## src/rtl/vx_writeback_arbiter.sv

```systemverilog
// Round-robin arbiter sharing the GPR writeback port among the commit streams.
// Multi-beat packets hold the grant until their eop beat; the winner is registered onto wb_*.
module vx_writeback_arbiter #(
    parameter int  NUM_REQS    = 5,
    parameter int  NUM_WARPS   = 4,
    parameter int  NUM_THREADS = 4,
    localparam int NW_BITS     = (NUM_WARPS > 1) ? $clog2(NUM_WARPS) : 1
) (
    input  logic                               clk,
    input  logic                               reset,
    input  logic [NUM_REQS-1:0]                req_valid,
    output logic [NUM_REQS-1:0]                req_ready,
    input  logic [NUM_REQS-1:0]                req_wb,
    input  logic [NUM_REQS*NW_BITS-1:0]        req_wid,
    input  logic [NUM_REQS*NUM_THREADS-1:0]    req_tmask,
    input  logic [NUM_REQS*32-1:0]             req_PC,
    input  logic [NUM_REQS*5-1:0]              req_rd,
    input  logic [NUM_REQS*NUM_THREADS*32-1:0] req_data,
    input  logic [NUM_REQS-1:0]                req_eop,
    output logic                               wb_valid,
    output logic [NW_BITS-1:0]                 wb_wid,
    output logic [NUM_THREADS-1:0]             wb_tmask,
    output logic [31:0]                        wb_PC,
    output logic [4:0]                         wb_rd,
    output logic [NUM_THREADS*32-1:0]          wb_data,
    output logic                               wb_eop,
    output logic [43:0]                        stall_cycles
);
    // state  | meaning
    // IDLE   | round-robin among eligible requesters starting at rr_ptr
    // LOCKED | packet in flight; only owner may be granted until its eop beat
    localparam int RR_BITS = (NUM_REQS > 1) ? $clog2(NUM_REQS) : 1;

    typedef enum logic {IDLE, LOCKED} state_t;

    state_t               state, state_next;
    logic [RR_BITS-1:0]   rr_ptr, rr_ptr_next;
    logic [RR_BITS-1:0]   owner, owner_next;
    logic [RR_BITS-1:0]   grant_idx;
    logic                 grant_any;
    logic [NUM_REQS-1:0]  eligible;
    logic [NUM_REQS-1:0]  grant;
    logic                 stall_evt;

    logic [NW_BITS-1:0]        wid_arr   [NUM_REQS];
    logic [NUM_THREADS-1:0]    tmask_arr [NUM_REQS];
    logic [31:0]               pc_arr    [NUM_REQS];
    logic [4:0]                rd_arr    [NUM_REQS];
    logic [NUM_THREADS*32-1:0] data_arr  [NUM_REQS];

    for (genvar i = 0; i < NUM_REQS; i++) begin : g_unpack
        assign wid_arr[i]   = req_wid[i*NW_BITS +: NW_BITS];
        assign tmask_arr[i] = req_tmask[i*NUM_THREADS +: NUM_THREADS];
        assign pc_arr[i]    = req_PC[i*32 +: 32];
        assign rd_arr[i]    = req_rd[i*5 +: 5];
        assign data_arr[i]  = req_data[i*NUM_THREADS*32 +: NUM_THREADS*32];
    end

    assign eligible = req_valid & req_wb;

    always_comb begin
        int idx;
        idx       = 0;
        grant_any = 1'b0;
        grant_idx = '0;
        if (!reset) begin
            if (state == LOCKED) begin
                grant_any = eligible[owner];
                grant_idx = owner;
            end else begin
                // scan from the far end so the requester closest to rr_ptr overwrites last
                for (int k = NUM_REQS - 1; k >= 0; k--) begin
                    idx = int'(rr_ptr) + k;
                    if (idx >= NUM_REQS) idx = idx - NUM_REQS;
                    if (eligible[idx]) begin
                        grant_any = 1'b1;
                        grant_idx = RR_BITS'(idx);
                    end
                end
            end
        end
    end

    assign grant     = grant_any ? (NUM_REQS'(1) << grant_idx) : '0;
    assign req_ready = grant | (req_valid & ~req_wb);
    assign stall_evt = |(eligible & ~grant);

    always_comb begin
        state_next  = state;
        rr_ptr_next = rr_ptr;
        owner_next  = owner;
        if (grant_any) begin
            if (req_eop[grant_idx]) begin
                state_next  = IDLE;
                rr_ptr_next = (grant_idx == RR_BITS'(NUM_REQS - 1)) ? '0 : grant_idx + 1'b1;
            end else begin
                state_next = LOCKED;
                owner_next = grant_idx;
            end
        end
    end

    always_ff @(posedge clk or posedge reset) begin
        if (reset) begin
            state  <= IDLE;
            rr_ptr <= '0;
            owner  <= '0;
        end else begin
            state  <= state_next;
            rr_ptr <= rr_ptr_next;
            owner  <= owner_next;
        end
    end

    always_ff @(posedge clk or posedge reset) begin
        if (reset) begin
            wb_valid <= 1'b0;
            wb_wid   <= '0;
            wb_tmask <= '0;
            wb_PC    <= '0;
            wb_rd    <= '0;
            wb_data  <= '0;
            wb_eop   <= 1'b0;
        end else begin
            wb_valid <= grant_any;
            if (grant_any) begin
                wb_wid   <= wid_arr[grant_idx];
                wb_tmask <= tmask_arr[grant_idx];
                wb_PC    <= pc_arr[grant_idx];
                wb_rd    <= rd_arr[grant_idx];
                wb_data  <= data_arr[grant_idx];
                wb_eop   <= req_eop[grant_idx];
            end
        end
    end

    always_ff @(posedge clk or posedge reset) begin
        if (reset) begin
            stall_cycles <= '0;
        end else if (stall_evt && (stall_cycles != '1)) begin
            stall_cycles <= stall_cycles + 1'b1;
        end
    end

endmodule
```

## config.mk

```make
export PLATFORM = sky130hd
export DESIGN_NAME = vx_writeback_arbiter
export DESIGN_NICKNAME = d
export VERILOG_FILES = /design/src/rtl/vx_writeback_arbiter.sv
export SDC_FILE = /design/constraint.sdc
export NUM_CORES = 1
export LEC_CHECK = 0
export ABC_AREA = 1
export BUFFER_PORTS_ARGS = -buffer_cell sky130_fd_sc_hd__buf_2
export CAP_MARGIN = 20
export CORE_AREA = 2 2 420 422
export CTS_BUF_LIST = sky130_fd_sc_hd__clkbuf_16
export DETAILED_ROUTE_END_ITERATION = 8
export DIE_AREA = 0 0 422 424
export SETUP_SLACK_MARGIN = 0.3
export SYNTH_ARGS = -nofsm -noshare
export SYNTH_HDL_FRONTEND = slang
export SYNTH_SLANG_ARGS = --single-unit
```

## constraint.sdc

```tcl
create_clock -name clk -period 8.1 [get_ports clk]
set_input_delay 0.405 -clock clk [delete_from_list [all_inputs] [get_ports clk]]
set_output_delay 0.405 -clock clk [all_outputs]
set_load 0.02 [all_outputs]
```

# ---- Word-level counts from Yosys, hierarchy flattened
# Cells that the tools add are included.
dict set report word_totals {
  rom_bits 0
  latch_bits 0
  output_inout_bits 222
  ramBits 0
  n_memories 0
  ff_bits 224
  input_bits 872
  word_cells 116
}
dict set report classes {
  addsub 11
  muxes 66
  n_shift 1
  n_lt_le_gt_ge 13
  div 0
  n_eq_ne 2
  n_reduce_logical 4
  n_bitwise 8
  mul 0
}
# cell count
set ops {}
lappend ops {{32-bit two-way mux} 17}
lappend ops {{128-bit binary-select mux with 3-bit select} 1}
lappend ops {{128-bit two-way mux} 2}
lappend ops {{32-bit by 5-bit less-than comparator with 1-bit output (second input constant)} 5}
lappend ops {{32-bit binary-select mux with 3-bit select} 1}
lappend ops {{44-bit by 1-bit adder with 44-bit output (second input constant)} 1}
lappend ops {{44-bit != test (second input constant)} 1}
lappend ops {{3-bit two-way mux} 8}
lappend ops {{1-bit binary-select mux with 3-bit select} 7}
lappend ops {{1-bit two-way mux} 20}
lappend ops {{4-bit by 3-bit subtractor with 5-bit output (second input constant)} 4}
lappend ops {{4-bit by 3-bit greater-or-equal comparator with 1-bit output (second input constant)} 4}
lappend ops {{5-bit bitwise AND} 3}
lappend ops {{5-bit binary-select mux with 3-bit select} 1}
lappend ops {{5-bit two-way mux} 3}
lappend ops {{4-bit binary-select mux with 3-bit select} 1}
lappend ops {{5-bit inverter} 2}
lappend ops {{3-bit by 2-bit adder with 4-bit output (second input constant)} 2}
lappend ops {{3-bit by 4-bit less-than comparator with 1-bit output (second input constant)} 2}
lappend ops {{4-bit two-way mux} 2}
lappend ops {{2-bit binary-select mux with 3-bit select} 1}
lappend ops {{5-bit OR} 1}
lappend ops {{5-bit OR reduction} 1}
lappend ops {{1-bit by 3-bit left shift with 5-bit output (first input constant)} 1}
lappend ops {{12 further kinds} 14}

# ---- Logic depth before layout (Yosys ltp)
# Gate-level depths: netlist of the first run.
dict set report depth {
  ltp_word 21
  depth_mapped 36
}

# ---- Least setup slack after synthesis of the first run
# OpenSTA, ideal clock, no wires.
dict set report synth_timing {
  path_kind {register -> register}
  startpoint {register rr_ptr[0]}
  endpoint {register stall_cycles[0]}
  n_path_buf 4
  arrival_ps 3908
  synth_period_minus_slack_ps 4026
  required_ps 7982
  stages_incl_launch_ff 30
  path_slack_ps 4074
  setup_ps 118
  cell_sequence {dfrtp_1 -> buf_4 -> inv_2 -> buf_6 -> ha_1 -> inv_2 -> nand3b_1 -> nand2_1 -> nand2_2 -> nand2_2 -> nand2_1 -> inv_1 -> nand3_1 -> or2_1 -> nand2_2 -> a21oi_1 -> nand2_1 -> nand2_1 -> a21boi_2 -> clkbuf_1 -> ha_1 -> ha_1 -> inv_1 -> o21bai_1 -> nand2_1 -> nor2_2 -> nand2_4 -> clkbuf_1 -> nand3_1 -> nand2_1}
}
dict set report synth_via {
  elab_chain_len 21
  elab_cells_between_ends 64
}
# item line_no
set synth_rtl {}
lappend synth_rtl {{from (decl)} 37} ;# logic [RR_BITS-1:0] rr_ptr, rr_ptr_next;
lappend synth_rtl {{from (signal assigned)} 110} ;# rr_ptr <= rr_ptr_next;
lappend synth_rtl {{3-bit by 3-bit adder with 4-bit output} 73} ;# idx = int'(rr_ptr) + k;
lappend synth_rtl {{4-bit by 3-bit subtractor with 5-bit output / 4-bit by 3-bit greater-or-equal comparator with 1-bit output (equally long branches)} 74} ;# if (idx >= NUM_REQS) idx = idx - NUM_REQS;
lappend synth_rtl {{32-bit two-way mux} 74}
lappend synth_rtl {{32-bit two-way mux} 67} ;# if (state == LOCKED) begin
lappend synth_rtl {{32-bit two-way mux} 66} ;# if (!reset) begin
lappend synth_rtl {{1-bit binary-select mux with 3-bit select} 75} ;# if (eligible[idx]) begin
lappend synth_rtl {{1-bit two-way mux (implied by the code) (2 in series)} 75}
lappend synth_rtl {{3-bit two-way mux (4 in series)} 75}
lappend synth_rtl {{(+2 left out)} n/a}
lappend synth_rtl {{3-bit two-way mux (*)} 66}
lappend synth_rtl {{named net grant_idx[1]} 39} ;# logic [RR_BITS-1:0] grant_idx;
lappend synth_rtl {{1-bit by 3-bit left shift with 5-bit output (*)} 84} ;# assign grant = grant_any ? (NUM_REQS'(1) << grant_idx) : '0;
lappend synth_rtl {{5-bit two-way mux (*)} 84}
lappend synth_rtl {{5-bit inverter (*)} 86} ;# assign stall_evt = |(eligible & ~grant);
lappend synth_rtl {{5-bit bitwise AND (*)} 86}
lappend synth_rtl {{5-bit OR reduction (*)} 86}
lappend synth_rtl {{1-bit logical AND (*)} 140} ;# end else if (stall_evt && (stall_cycles != '1)) begin
lappend synth_rtl {{to (signal assigned)} 141} ;# stall_cycles <= stall_cycles + 1'b1;
lappend synth_rtl {{to (decl)} 27} ;# output logic [43:0] stall_cycles
# The timed path passes the listed nets; every way through them passes the cells marked *. The select of a mux whose other input is x is not followed.
# A chain may end at the register's enable or synchronous reset.

# ---- Worst setup path in the final report of the first run
dict set report layout_timing {
  startpoint {register rr_ptr[0]}
  endpoint {register stall_cycles[10]}
}
dict set report layout_via {
  elab_chain_len 21
  elab_cells_between_ends 64
}
# item line_no
set layout_rtl {}
lappend layout_rtl {{3-bit by 3-bit adder with 4-bit output} 73}
lappend layout_rtl {{4-bit by 3-bit subtractor with 5-bit output / 4-bit by 3-bit greater-or-equal comparator with 1-bit output (equally long branches)} 74}
lappend layout_rtl {{32-bit two-way mux} 74}
lappend layout_rtl {{32-bit two-way mux} 67}
lappend layout_rtl {{32-bit two-way mux} 66}
lappend layout_rtl {{1-bit binary-select mux with 3-bit select} 75}
lappend layout_rtl {{1-bit two-way mux (implied by the code) (2 in series)} 75}
lappend layout_rtl {{3-bit two-way mux (5 in series)} 75}
lappend layout_rtl {{3-bit two-way mux} 67}
lappend layout_rtl {{3-bit two-way mux} 66}
lappend layout_rtl {{1-bit by 3-bit left shift with 5-bit output} 84}
lappend layout_rtl {{5-bit two-way mux (*)} 84}
lappend layout_rtl {{5-bit inverter (*)} 86}
lappend layout_rtl {{5-bit bitwise AND (*)} 86}
lappend layout_rtl {{5-bit OR reduction (*)} 86}
lappend layout_rtl {{1-bit logical AND (*)} 140}
# Every way passes the cells marked *; elsewhere a longest branch is shown, timed or not. The select of a mux whose other input is x is not followed.

==> results of run 1 <==
[metal layers]
metal	up-vias	GRT usage
met2	1081	0.263
met3	246	0.0336
met4	10	0.0698
li1	12455	-
met5	-	0
met1	12103	0.166
[logic make-up after synthesis]
kind of cell	after synthesis
AO/OA/AOI/OAI	210
adder cells (fa/ha/maj)	19
buffers and inverters	469
AND/OR/NAND/NOR	2358
XOR/XNOR	46
flip-flops	224
[worst max-delay path by stage]
| stage | slack, ps | depth (start not counted) | startpoint | end |
|---|---|---|---|---|
| 3_5_place_dp | 2230 | 29 | rr_ptr[0] | stall_cycles[35] |
| 4_1_cts | 2200 | 29 | rr_ptr[0] | stall_cycles[10] |
| 5_1_grt | 1580 | 31 | rr_ptr[0] | stall_cycles[33] |
| 2_1_floorplan | 1560 | 1 | reset | owner[0] |
| 6_report | 2270 | 29 | rr_ptr[0] | stall_cycles[10] |
| 3_3_place_gp | 2240 | 29 | rr_ptr[0] | stall_cycles[34] |
[sequential cells by signal, indices dropped and copies added, names as in the netlist]
signal / count
stall_cycles: 44
wb_eop: 1
wb_valid: 1
state: 1
wb_wid: 2
wb_data: 128
rr_ptr: 3
wb_PC: 32
owner: 3
wb_rd: 5
wb_tmask: 4
[critical path: cells and delay by family, from the launching register on]
kind	cells	cell delay, ps
simple gates	20	2910
flops	1	750
buf+inv	5	870
compound gates	1	70
fa+ha+maj	3	930
[cell usage after synthesis]
cell type  count
nor2_4         1
nand2_1     1800
buf_2        136
o21ai_1        5
xnor2_1       20
a31oi_1        3
nor2_1        54
inv_1        240
a21oi_1       10
clkbuf_1      52
nand4_1       20
nor3_1        13
buf_6          1
a21boi_2       1
o22a_1         1
nor2_2         1
nand3_2        1
inv_2          6
xor2_1        26
buf_4         15
o21ai_0       12
or2_1          1
dfrtp_1      224
o22ai_1        1
nand3_1      444
nand2_4        2
ha_1          19
o211ai_1     175
nand2_2        7
nand3b_1       1
buf_1         19
nor4_1        13
o21bai_1       2
[per-stage QoR]
step / total power, mW / cell area (um2) / setup WS [ps] / std cells
after detailed placement: 11.6 / 27000 / 2230 / 6566
after CTS: 13.4 / 28200 / 2200 / 6630
after global routing: 14.4 / 28300 / 1580 / 6650
final: 13.1 / 28300 / 2270 / 6657
after floorplan: 7.98 / 19300 / 1560 / 3326
after global placement: 11.6 / 27000 / 2240 / 6566
[power groups by stage]
stage | combinational (mW) | sequential (mW) | clock (mW)
floorplan | 5.61 | 2.37 | 0
global placement | 9.67 | 1.94 | 0
detailed placement | 9.69 | 1.94 | 0
CTS | 9.72 | 1.94 | 1.77
global route | 10.6 | 1.98 | 1.81
finish | 9.49 | 1.93 | 1.69
[area by class of cell]
cell class                      instances  share of cell area
Clock buffer                           37              0.0327
Timing Repair Buffer                 1124               0.203
Inverter                              246              0.0334
Multi-Input combinational cell       2633               0.416
Tap cell                             2340               0.104
Clock inverter                         26              0.0105
Antenna cell                           27             0.00239
Sequential cell                       224               0.198
[what timing repair did]
action / CTS / global route
hold buffers: 1 / 0
resized for setup: 0 / 0
hold endpoints to repair: 15 / 0
==> reports/metrics.csv, run 1 <==
stage,metric,value,unit
outcome,status,"complete, no violations",
logic_synthesis,synth_cell_types,33,
logic_synthesis,synthAdderAreaFrac,0.0123,
route,drc,0,
run,cap_violations,0,
setup_path,required,8570,ps
floorplanning,die_area,179000,um2
timing,finalMaxSlewViolations,0,
floorplanning,die_y,424,um
timing,fin_worst_skew,22.3,ps
route,dr_wl_met2,69400,um
setup_path,critPathMaxFanout,48,
cts,htree_levels,2,
finish,final-seq-area,5610,um2
power,leakage,15.9,nW
cts,cts_root_buffer,clkbuf_16,
route,drt-met1-wl,52300,um
logic_synthesis,syn_area,19300,um2
grt,track_usage,0.148,
floorplanning,start_util,0.110,
cts,tritoncts,done,
cts,post_cts_buffers,0,
logic_synthesis,synth_warnings,0,
logic_synthesis,synth_cells,3326,
floorplanning,num_rows,154,
cts,cts_buffers,36,
floorplanning,io_pins,1094,
power,ir_drop,0.391,mV
route,route.met3.wl,9240,um
route,via_per_inst,3.89,
finish,nFillCells,20635,
finish,layout_commonest_cell,nand2_1,
finish,multiInputGateArea,11800,um2
finish,final_cell_mix,"nand2_1 (1798), buf_2 (1093), nand3_1 (444), inv_1 (241), dfrtp_1 (224)",
route,wire_per_inst,20.8,um
power,switching_share,0.603,
setup_path,reg2reg_depth,29,
route,dr.pass1.iters,5,
min_path,holdPathStages,5,
setup_path,r2r-start,rr_ptr[0],
timing,rsz0062_at_grt,false,
timing,holdWs,130,ps
power,intPower,5.20,mW
logic_synthesis,synth_top_area_frac,0.350,
place,hpwl,113000,um
power,p_switching,7.91,mW
timing,tns,0,ps
grt,overflow,0,
cts,cts_sinks,224,
min_path,min_path_type,input pin to register,
logic_synthesis,synth_xor_area_frac,0.0209,
setup_path,crit_arrival,6300,ps
setup_path,slowest_delay,750,ps
route,antenna_left,0,
timing,final_hold_viol_count,0,
logic_synthesis,synth_mux_area_frac,0,
timing,fin_crit,5830,ps
logic_synthesis,synth_top_family_by_area,simple AND/OR/NAND/NOR gates,
finish,areaGrowthSynthToFinish,46.5,%
power,p_comb_frac,0.724,
cts,clockBufferDepth,3,
route,routed_wirelength,138000,um
logic_synthesis,synth_compound_area_frac,0.0781,
power,p_seq_frac,0.147,
finish,drive_above_1_share,0.280,
min_path,whs_endpoint,wb_PC[28],
setup_path,crit_path_frequent_cell,nand2_1,
logic_synthesis,synthTopCellsByArea,"nand2_1 (35%), dfrtp_1 (29%), nand3_1 (12%), o211ai_1 (6.8%), inv_1 (4.7%)",
setup_path,r2r_slack,2270,ps
timing,relSlewSlack,0.255,
grt,grt_first_pass_wirelength,189000,um
setup_path,end_kind,register,
route,vias,25895,
logic_synthesis,syn_nets,4217,
cts,clk_pin_slew_worst_paths,60,ps
finish,fin_util,0.162,
grt,antenna_found_initial,58,
power,clkPwrFrac,0.129,
setup_path,r2r-end,stall_cycles[10],
logic_synthesis,synth_area_per_cell,5.81,um2
min_path,min-delay-start,req_PC[156],
timing,fmax,172,MHz
power,powerDensity,463,nW/um2
cts,clkLatencyLatePin,590,ps
timing,timing.final.crit_share,0.720,
grt,grt_pass1_vias,24497,
logic_synthesis,synth_seq_cells,224,
logic_synthesis,yosysSeqAreaShare,0.290,
timing,worstMarginPinSlew,1120,ps
setup_path,cpMaxStageDelayCell,dfrtp_1,
floorplanning,coreArea,175000,um2
route,drt_iter0_drc,1738,
setup_path,start_kind,register,
place,port_buffers,1093,
logic_synthesis,synth_top_area_cell,nand2_1,
grt,grt_max_degree,187,
floorplanning,dieWidth,422,um
finish,num-nets-final,5156,
route,top_layer,met5,
place,gp_congestion,0.984,
timing,setup_viol,0,
logic_synthesis,synthSimpleGateAreaFrac,0.495,
setup_path,critPathKind,register to register,
Power figures use the tool's default switching activity.
==> run 2: changes to the inputs <==
clock period = 5.8 ns   (was 8.1 ns; I/O delays follow)
==> run 2 against run 1 <==
Effect of this change: utilization grew 0.77 points; non-clock buffer count grew 149; global-route usage grew 0.20 points; worst hold slack lost 64 ps; design area grew 4.8%; clock skew grew 3.9 ps; sequential cell count is the same; final cell count grew 2.0%; clock-buffer cell count shrank 2; critical path depth shrank 4; register-to-register slack lost 1100 ps; die area is the same.
==> reports/metrics.csv, run 2 (same netlist as run 1, synthesis figures left out) <==
stage,metric,value,unit
route,wire_per_inst,20.7,um
finish,regMostFlops,wb_data,
timing,rsz0062_at_grt,false,
floorplanning,num_rows,154,
timing,worstMarginPinSlew,979,ps
setup_path,crit_end,req_ready[4],
route,dr.pass1.iters,6,
power,leakage,16.5,nW
timing,fmax,207,MHz
finish,largest_reg_flops,128,
cts,htree_levels,2,
finish,drive_above_1_share,0.285,
route,drt_iter0_drc,1805,
cts,cts_buffers,34,
route,via_per_inst,3.91,
floorplanning,coreArea,175000,um2
cts,post_cts_resized,0,
finish,nFillCells,20472,
timing,final_hold_viol_count,0,
setup_path,critPathKind,register to output pin,
route,drc,0,
cts,cts_root_buffer,clkbuf_16,
grt,overflow,0,
cts,clkLatencyLatePin,590,ps
setup_path,cpMaxStageDelayCell,ha_1,
floorplanning,dieWidth,422,um
power,ir_drop,0.415,mV
finish,final_cell_mix,"nand2_1 (1798), buf_2 (1093), nand3_1 (444), inv_1 (243), dfrtp_1 (224)",
timing,holdWs,66.0,ps
place,hpwl,116000,um
finish,final_area,29600,um2
finish,layout_commonest_cell,nand2_1,
finish,reg_top3,"wb_data x128, stall_cycles x44, wb_PC x32",
grt,grt_max_degree,130,
finish,instances_no_fill,6792,
finish,multiInputGateArea,11800,um2
setup_path,crit_cells,25,
route,routed_wirelength,140000,um
floorplanning,die_area,179000,um2
setup_path,cp-startpoint,rr_ptr[1],
setup_path,crit_path_frequent_cell,nand2_1,
floorplanning,start_util,0.110,
setup_path,r2r-end,stall_cycles[4],
setup_path,r2r-start,rr_ptr[1],
cts,tritoncts,done,
outcome,status,"complete, no violations",
timing,finalMaxSlewViolations,0,
timing,relSlewSlack,0.347,
cts,clk_pin_slew_worst_paths,60,ps
floorplanning,io_pins,1094,
cts,clockBufferDepth,3,
place,dpl-instance-area,27600,um2
timing,tns,0,ps
grt,track_usage,0.150,
place,place_inst,6632,
setup_path,crit_arrival,4530,ps
timing,setup_ws,980,ps
power,powerDensity,646,nW/um2
finish,num-nets-final,5303,
setup_path,critPathMaxFanout,26,
grt,grt_first_pass_wirelength,192000,um
timing,timing.final.crit_share,0.831,
setup_path,cp_top_family,simple AND/OR/NAND/NOR gates,
route,antenna_left,0,
min_path,min_path_type,input pin to register,
floorplanning,die_y,424,um
run,cap_violations,0,
setup_path,r2r_slack,1120,ps
timing,fin_worst_skew,26.2,ps
cts,cts_sinks,224,
place,gp_congestion,1.00,
finish,areaGrowthSynthToFinish,53.5,%
setup_path,critPathBufInv,6,
timing,setup_viol,0,
grt,grt_pass1_vias,25470,
grt,antenna_found_initial,28,
setup_path,start_kind,register,
setup_path,slowest_delay,400,ps
place,port_buffers,1093,
place,dp_slack,1070,ps
setup_path,reg2reg_depth,30,
timing,fin_crit,4820,ps
setup_path,required,5510,ps
finish,final-seq-area,5610,um2
setup_path,end_kind,output pin,
route,vias,26534,
-- run 2: cell types whose count changed in the layout (fill, tap and decap cells not counted), sizes merged --
cell,delta
clkbuf,-2
dlygate4sd3,+83
diode,-11
buf,+66
bufinv,-2
clkinv,-1
clkinvlp,+2
-- run 2: area by class of cell --
cell class              instances  share of cell area
inverters                     246              0.0318
multi-input cells            2633               0.397
clock inverters                25             0.00802
well taps                    2340              0.0988
clock buffers                  35              0.0296
repair buffers               1273               0.244
flip-flops and latches        224               0.189
diodes                         16             0.00135
-- run 2: power by group --
part,total [mW],switching [mW],internal [mW]
sequential,2.65,0.412,2.24
combinational,14.3,10.1,4.17
clock,2.19,0.915,1.28
-- run 2: repair_timing --
item                      CTS  global route
buffers inserted            0             0
hold endpoints to repair  105             0
hold buffers               84             0
-- run 2: metal layers --
layer,wire length [um],GRT usage,vias up
li1,-,-,12714
met1,53400,0.166,12606
met2,70500,0.267,1020
met3,9350,0.0355,186
met4,7110,0.0726,8
met5,53,0,-
-- run 2: worst reg2reg max path, delay by kind of cell, from the launching register on --
family / cells / cell delay, ps
compound gates: 1 / 70
flops: 1 / 360
fa+ha+maj: 3 / 790
simple gates: 19 / 2080
buf+inv: 7 / 1320
-- run 2: per-stage QoR --
stage / util / power (mW)
after floorplan: - / 11.1
after global placement: 0.158 / 17.3
after detailed placement: 0.158 / 17.3
after CTS: 0.169 / 19.7
after global routing: 0.169 / 21.0
final: 0.169 / 19.1
-- run 2: worst min-delay path by stage --
stage,from,to,depth (start not counted)
CTS,req_PC[146],wb_PC[18],5
global placement,wb_data[80],wb_data[80],2
global route,req_PC[129],wb_PC[1],5
finish,req_PC[128],wb_PC[0],5
floorplan,owner[1],owner[1],2
detailed placement,wb_data[116],wb_data[116],2
==> run 3: changes to the inputs <==
ABC_AREA = 0   (was 1)
CORE_AREA = 2 2 423 425   (was 2 2 420 422)
DIE_AREA = 0 0 425 427   (was 0 0 422 424)
clock period = 4.79 ns   (was 5.8 ns; I/O delays follow)
==> run 3 against run 2 <==
Effect of this change: sequential share of layout area decreased by 1.2 points; die area increased by 1.4%; synthesized area decreased by 16%; non-clock buffer count grew 400; total power down 6.1%; clock skew increased by 10 ps; combinational power decreased by 15%; critical path depth down 5; register-to-register slack got worse by 830 ps; clock power is 23% higher; critical endpoint is now stall_cycles[22].
==> reports/metrics.csv, run 3 <==
stage,metric,value,unit
route,drc,0,
min_path,holdPathStages,4,
grt,grt_first_pass_wirelength,187000,um
power,powerDensity,566,nW/um2
min_path,min-delay-start,req_data[149],
logic_synthesis,synth_area_per_cell,9.04,um2
logic_synthesis,yosysSeqAreaShare,0.345,
power,total_power,18.0,mW
logic_synthesis,synth_warnings,0,
power,leakage,14.1,nW
cts,htree_levels,2,
finish,final_cell_mix,"buf_2 (1090), dlygate4sd3_1 (445), dfrtp_1 (221), a21oi_1 (185), nor2_1 (182)",
outcome,status,"complete, no violations",
setup_path,critPathKind,register to register,
power,p_switching,9.11,mW
setup_path,end_kind,register,
cts,cts_buffers,34,
floorplanning,io_pins,1094,
setup_path,required,5260,ps
place,gp_congestion,1.02,
finish,drive_above_1_share,0.458,
grt,track_usage,0.151,
cts,tritoncts,done,
timing,fmax,222,MHz
setup_path,critPathMaxFanout,4,
logic_synthesis,synth-main-ff-cell,dfrtp_1,
setup_path,crit_path_frequent_cell,ha_4,
setup_path,cp_cell_sequence,inv_8 -> ha_4 -> inv_4 -> ha_4 -> a211o_4 -> a211oi_4 -> mux2_4 -> a211o_1 -> a311o_1 -> nand3_1 -> o221a_4 -> buf_12 -> inv_8 -> ha_4 -> ha_4 -> a21oi_4 -> nor3_4 -> a21bo_1 -> or4_4 -> xnor2_2,
setup_path,r2r-end,stall_cycles[22],
place,hpwl,118000,um
route,drt_iter0_drc,1711,
timing,fin_worst_skew,36.3,ps
floorplanning,num_rows,155,
floorplanning,start_util,0.0916,
timing,timing.final.crit_share,0.938,
logic_synthesis,synth_common_cells,"dfrtp_1 (224), o21ai_0 (188), a21oi_1 (187), nor2_1 (184), mux2_2 (179)",
cts,cts_root_buffer,clkbuf_16,
finish,largest_reg_flops,128,
cts,clockBufferDepth,3,
grt,grt_max_degree,109,
timing,relSlewSlack,0.505,
route,routed_wirelength,147000,um
setup_path,start_kind,register,
logic_synthesis,synth_most_common_cell,dfrtp_1,
power,p_seq_frac,0.178,
min_path,whs_endpoint,wb_data[21],
finish,regMostFlops,wb_data,
finish,layout_commonest_cell,buf_2,
finish,areaGrowthSynthToFinish,95.6,%
timing,setup_viol,0,
setup_path,crit_arrival,4960,ps
min_path,min_path_type,input pin to register,
timing,worstMarginPinSlew,743,ps
floorplanning,die_y,427,um
finish,reg_top3,"wb_data x128, stall_cycles x44, wb_PC x32",
finish,fin_util,0.179,
route,via_per_inst,3.92,
cts,cts_sinks,224,
setup_path,slowest_delay,530,ps
setup_path,cpMaxStageDelayCell,or4_4,
route,antenna_left,0,
setup_path,r2r_slack,290,ps
timing,fin_crit,4500,ps
route,wire_per_inst,25.5,um
route,dr.pass1.iters,6,
power,p_comb_frac,0.672,
logic_synthesis,syn_area,16200,um2
timing,setup_ws,295,ps
logic_synthesis,synth_edf_count,0,
logic_synthesis,synth_top_area_cell,dfrtp_1,
power,ir_drop,0.320,mV
grt,overflow,0,
setup_path,r2r-start,rr_ptr[1],
route,vias,22591,
run,cap_violations,0,
logic_synthesis,synth_seq_cells,224,
place,port_buffers,1093,
setup_path,reg2reg_depth,20,
floorplanning,die_area,181000,um2
setup_path,cp-startpoint,rr_ptr[1],
logic_synthesis,synth_cells,1795,
grt,grt_pass1_vias,21834,
setup_path,cp_top_family,compound AO/OA/AOI/OAI gates,
timing,finalMaxSlewViolations,0,
power,clkPwrFrac,0.150,
timing,rsz0062_at_grt,true,
power,intPower,8.88,mW
logic_synthesis,ys_async_sr_fraction,1.00,
floorplanning,dieWidth,425,um
finish,num-nets-final,4245,
logic_synthesis,synth_cell_types,74,
logic_synthesis,synth_top_area_frac,0.345,
setup_path,critPathBufInv,4,
grt,antenna_found_initial,64,
place,dp_slack,-307,ps
power,switching_share,0.506,
cts,clk_pin_slew_worst_paths,60,ps
timing,final_hold_viol_count,0,
logic_synthesis,synthTopCellsByArea,"dfrtp_1 (35%), mux2_2 (12%), mux2i_1 (11%), a22oi_1 (8.0%), o21ai_0 (5.8%)",
logic_synthesis,syn_nets,2686,
floorplanning,coreArea,177000,um2
cts,clkLatencyLatePin,620,ps
## run 3: cell count changes after synthesis, moves of 98 or more
cell | before | now
a21oi_1 | 10 | 187
a22oi_1 | 0 | 172
buf_2 | 136 | 38
inv_1 | 240 | 16
mux2_2 | 0 | 179
mux2i_1 | 0 | 176
nand2_1 | 1800 | 38
nand3_1 | 444 | 43
nor2_1 | 54 | 184
o211ai_1 | 175 | 7
o21ai_0 | 12 | 188
## run 3: timing repair
item                       in CTS  in global routing
hold buffers                  446                  0
cloned                          3                  3
hold endpoints to repair      236                  0
gates resized for setup        44                 53
pin swaps                      10                 18
setup buffers                  22                 13
setup endpoints to repair      68                176
## run 3: final cells by class
cell class / instances / area, um2
Inverter: 20 / 123
Timing Repair Buffer: 1673 / 11400
Tap cell: 2355 / 2950
Clock buffer: 35 / 876
Sequential cell: 224 / 5610
Fill cell: 19876 / 146000
Antenna cell: 32 / 80.1
Clock inverter: 24 / 260
Multi-Input combinational cell: 1401 / 10400
## run 3: kinds of logic after synthesis
logic type | after synthesis | share of synthesized area
simple gates | 359 | 0.104
xor+xnor | 45 | 0.0247
compound gates | 621 | 0.233
fa+ha+maj | 19 | 0.0146
flops | 224 | 0.345
buf+inv | 170 | 0.0434
mux | 357 | 0.235
## run 3: worst max path at each step
stage | cells after the start | end | slack, ps
2_1_floorplan | 23 | stall_cycles[22] | 180
3_3_place_gp | 17 | wb_rd[3] | -300
3_5_place_dp | 17 | wb_rd[3] | -310
4_1_cts | 17 | req_ready[3] | 220
5_1_grt | 16 | req_ready[4] | 170
6_report | 20 | stall_cycles[22] | 290
## run 3: metrics by stage
stage          cells  TNS, ps  instance area (um2)  hold WS (ps)
5_1_grt         5754        0                31700          16.1
6_report        5764        0                31800          36.6
4_1_cts         5717        0                31200        0.0170
2_1_floorplan   1795        0                16400           432
3_5_place_dp    5187     -307                25200           417
3_3_place_gp    5187     -298                25200           416
## run 3: tightest hold or removal path: cells and delay by family
kind | cells | cell delay (ps)
muxes | 1 | 140
AOI/OAI and AO/OA | 2 | 110
buffers and inverters | 1 | 110
## run 3: power groups by stage
stage	clock network (mW)	logic [mW]	registers, mW
final	2.70	12.1	3.19
after global routing	2.90	12.9	3.28
after floorplan	0	5.15	3.97
after detailed placement	0	10.9	3.22
after CTS	2.82	11.7	3.19
after global placement	0	10.9	3.19
## run 3: metal layers
layer	track usage	routed length, um
met3	0.0541	14400
met1	0.181	57400
met5	0.00476	172
met2	0.233	66000
met4	0.0827	9120
